**config.mk**
```make
export PLATFORM = sky130hd
export DESIGN_NAME = network_controller
export DESIGN_NICKNAME = d
export VERILOG_FILES = /design/src/rtl/network_controller.sv
export SDC_FILE = /design/constraint.sdc
export NUM_CORES = 1
export LEC_CHECK = 0
export ABC_AREA = 1
export BUFFER_PORTS_ARGS = -buffer_cell sky130_fd_sc_hd__buf_2
export CAP_MARGIN = 30
export CORE_AREA = 5 5 42 44
export CTS_CLUSTER_SIZE = 16
export DETAILED_ROUTE_END_ITERATION = 12
export DIE_AREA = 0 0 47 49
export HOLD_SLACK_MARGIN = 0.05
export MAX_ROUTING_LAYER = met4
export PLACE_DENSITY = 0.41
export RECOVER_POWER = 100
export SLEW_MARGIN = 20
export SYNTH_ARGS = -nofsm -noshare
export SYNTH_HDL_FRONTEND = slang
export SYNTH_SLANG_ARGS = --single-unit
```
**constraint.sdc**
```tcl
create_clock -name clk -period 1.34 [get_ports clk]
set_input_delay 0.268 -clock clk [delete_from_list [all_inputs] [get_ports clk]]
set_output_delay 0.268 -clock clk [all_outputs]
set_load 0.03 [all_outputs]
```
**src/rtl/network_controller.sv**
```systemverilog
// rtl/network_controller.sv - layer sequencer for the neural-network datapath
//
// Steps the network through layers 0..LAST_LAYER. Each layer starts the RAM
// controller (LOAD), then the multi-sum stage (SUM). Each step waits for the
// shared done handshake. The layer index then advances (ADVANCE) and the
// sequencer returns to IDLE.
//
// Ports:
//   clk                 system clock, rising edge
//   reset               synchronous, active-high
//   start               run the layer at index `layer` (sampled in IDLE only)
//   done                completion from the active sub-block (LOAD/SUM only)
//   layer_sel           0 = external network input, 1 = previous layer output
//   layer               current / next layer index
//   sum_trigger         multi-sum stage run command
//   RAM_Controll_Start  RAM controller run command

module network_controller #(
    parameter int unsigned LAST_LAYER = 2
) (
    input  logic       clk,
    input  logic       reset,
    input  logic       start,
    input  logic       done,
    output logic       layer_sel,
    output logic [1:0] layer,
    output logic       sum_trigger,
    output logic       RAM_Controll_Start
);

    typedef enum logic [1:0] {
        IDLE    = 2'd0,
        LOAD    = 2'd1,
        SUM     = 2'd2,
        ADVANCE = 2'd3
    } state_t;

    localparam logic [1:0] LAST = LAST_LAYER[1:0];

    state_t     state;
    state_t     state_next;
    logic [1:0] layer_next;

    always_ff @(posedge clk) begin
        if (reset) begin
            state <= IDLE;
            layer <= 2'd0;
        end else begin
            state <= state_next;
            layer <= layer_next;
        end
    end

    always_comb begin
        state_next         = state;
        layer_next         = layer;
        sum_trigger        = 1'b0;
        RAM_Controll_Start = 1'b0;
        case (state)
            IDLE: begin
                if (start) state_next = LOAD;
            end
            LOAD: begin
                RAM_Controll_Start = 1'b1;
                if (done) state_next = SUM;
            end
            SUM: begin
                sum_trigger = 1'b1;
                if (done) state_next = ADVANCE;
            end
            ADVANCE: begin
                // Wrapping to 0 after the final layer marks the pass complete.
                layer_next = (layer == LAST) ? 2'd0 : layer + 2'd1;
                state_next = IDLE;
            end
            default: state_next = IDLE;
        endcase
    end

    assign layer_sel = (layer != 2'd0);

endmodule

```
==> flow_metrics.tcl <==
set metrics [dict create \
    cts_hold_buf 0 \
    drc_errors 0 \
    ioPinCount 9 \
    clock_latency_ps 240 \
    cp.buffers_inverters 2 \
    worstPathCellList "inv_1 -> ha_1 -> buf_4" \
    ys_top_cells_by_count "inv_1, nand2_1, nor2_1" \
    final_nets 54 \
    ys_async_sr_fraction_pct 0 \
    leakagePower_nw 0.186 \
    drive_gt1_share_pct 38.6 \
    tightest_slew_ps 166 \
    setup_viol 0 \
    critical_path.endpoint_type "primary output" \
    drt-initial-drc-count 0 \
    cts_made_buffers 3 \
    wl_per_cell_um 7.92 \
    finalWeightedCongestion 0.588 \
    skew_ps 5.38 \
    ys_seq_area_share_pct 33.7 \
    postPlaceCellArea_um2 298 \
    grt_pass1_wl_um 828 \
    synthTopCellsByArea "dfxtp_1, ha_1, inv_1" \
    crit_fanout 4 \
    cts_root_buf "clkbuf_4" \
    hold-worst-slack_ps 286 \
    grt_max_degree 5 \
    power.density_nw_per_um2 2180 \
    synth_nets 40 \
    drt_pre_antenna_iters 1 \
    syn-cell-area_um2 238 \
    ys_warn_count 0 \
    grt_pass1_vias 206 \
    synth_edf_count 0 \
    outcome "complete, no violations" \
    synth_cell_types 10 \
    ant_nets 0 \
    ir_worst_vdd_mv 0.512 \
    routed_wl_um 475 \
    die_y_um 49 \
    hp-class "input pin to register" \
    fin_setup_tns_ps 0 \
    antenna_found_initial 0 \
    drv_slew 0 \
    ys_seq_elements 4 \
    cts_tree "done" \
    clk_pin_slew_worst_paths_ps 40 \
    relSlewSlack_pct 88.9 \
    io_buffers 8 \
    fin_crit_sh_pct 96.1 \
    rsz0062_at_grt "true" \
    hold_viol 0 \
    nFillCells 166 \
    min_period_ps 1290 \
    crit_family "flip-flops" \
    clock_sinks 4 \
    rows 14 \
    startpoint_type "register" \
    yosysTopAreaCellShare_pct 33.7 \
    crit_arrival_ps 1020 \
    syn_area_per_cell_um2 7.43 \
    synth_area_leader_cell "dfxtp_1" \
    cp.required_ps 1070 \
    cts_buffer_depth 2 \
    cp_slowest_cell "dfxtp_4" \
    synth_cells 32 \
    die-area_um2 2300 \
    maxCapViolCount 0 \
    critPathMaxStageDelay_ps 360 \
    grt.overflow.total 0 \
    grt_use_total_pct 5.56 \
    start_util_pct 17.0 \
    via_per_inst 3.50 \
    die_width_um 47 \
    instances_no_fill 60 \
    syn2layout_area_growth_pct 43.2 \
    fin_area_um2 340 \
    placed_cells 56 \
    final_util_pct 24.3 \
    ys.flop_type "dfxtp_1" \
    design.core.area_um2 1400 \
    hpwlAfterDp_um 383 \
    max_freq_ghz 0.776 \
    num_antenna_cells 0 \
    crit_type "register to primary output" \
    cts_htree_levels 1 \
    vias 210 \
]
-- cell type report --
cell class | instances | area, um2 | share of cell area [%]
clock buffers | 3 | 22.5 | 6.62
inverters | 6 | 22.5 | 6.62
multi-input cells | 22 | 138 | 40.4
flip-flops and latches | 4 | 85.1 | 25.0
well taps | 16 | 20.0 | 5.88
repair buffers | 9 | 52.6 | 15.4
-- state kept, by name (all words and copies together), names as in the netlist --
name and cells:
state 2, layer 2
-- cells in the final DEF, fill, tap and decap left out, drive strengths merged --
cell type  count
nor2           5
or2            1
clkbuf         3
ha             4
a21oi          3
xnor2          1
o21ai          1
dfxtp          4
inv            6
nand3          1
nand2          6
buf            9
-- what timing repair did --
action                                 in CTS  in global routing
cloned                                      0                  0
setup endpoints to repair                   2                  2
gates resized for setup                     4                  3
endpoints found under the hold margin       0                  0
setup buffers                               0                  1
pin swaps                                   0                  0
-- power by group --
part	internal [mW]	total, mW	switching (mW)
logic	0.162	0.387	0.225
registers	0.166	0.204	0.0378
clock network	0.100	0.150	0.0501
total	0.428	0.741	0.313
-- cells by family after synthesis --
group                    synth area share [%]
adder cells (fa/ha/maj)                  21.1
flip-flops                               33.7
AO/OA/AOI/OAI                            10.0
AND/OR/NAND/NOR                          22.1
buffers and inverters                    9.47
XOR/XNOR                                 3.68
-- per-stage QoR --
stage / setup slack, ps / power, mW
after floorplan: 90.0 / 0.474
after global placement: 170 / 0.555
after detailed placement: 154 / 0.550
after CTS: 26.9 / 0.727
after global routing: -5.91 / 0.814
final: 52.0 / 0.741
-- routing by layer --
| layer | wire length (um) | track usage, % |
|---|---|---|
| met5 | 0 | - |
| met4 | 4 | 5.53 |
| met3 | 25 | 3.69 |
| met2 | 242 | 6.33 |
| met1 | 202 | 5.93 |
-- final timing paths --
| path | depth (start not counted) | startpoint | slack, ps | to |
|---|---|---|---|---|
| setup / recovery | 3 | state[1] | 50 | RAM_Controll_Start |
| hold reg to reg | 2 | layer[1] | 510 | layer[1] |
| hold / removal | 4 | reset | 290 | state[1] |
| setup reg to reg | 7 | state[0] | 130 | state[1] |
-- worst reg2reg max path: cells and delay by family, from the launching register on --
| family | cells | cell delay, ps |
|---|---|---|
| DFF | 1 | 350 |
| AOI/OAI and AO/OA | 1 | 180 |
| and+or+nand+nor | 3 | 180 |
| adders and majority gates | 1 | 190 |
| buffers and inverters | 2 | 190 |
Note: power is estimated with default switching activity, not from simulation.
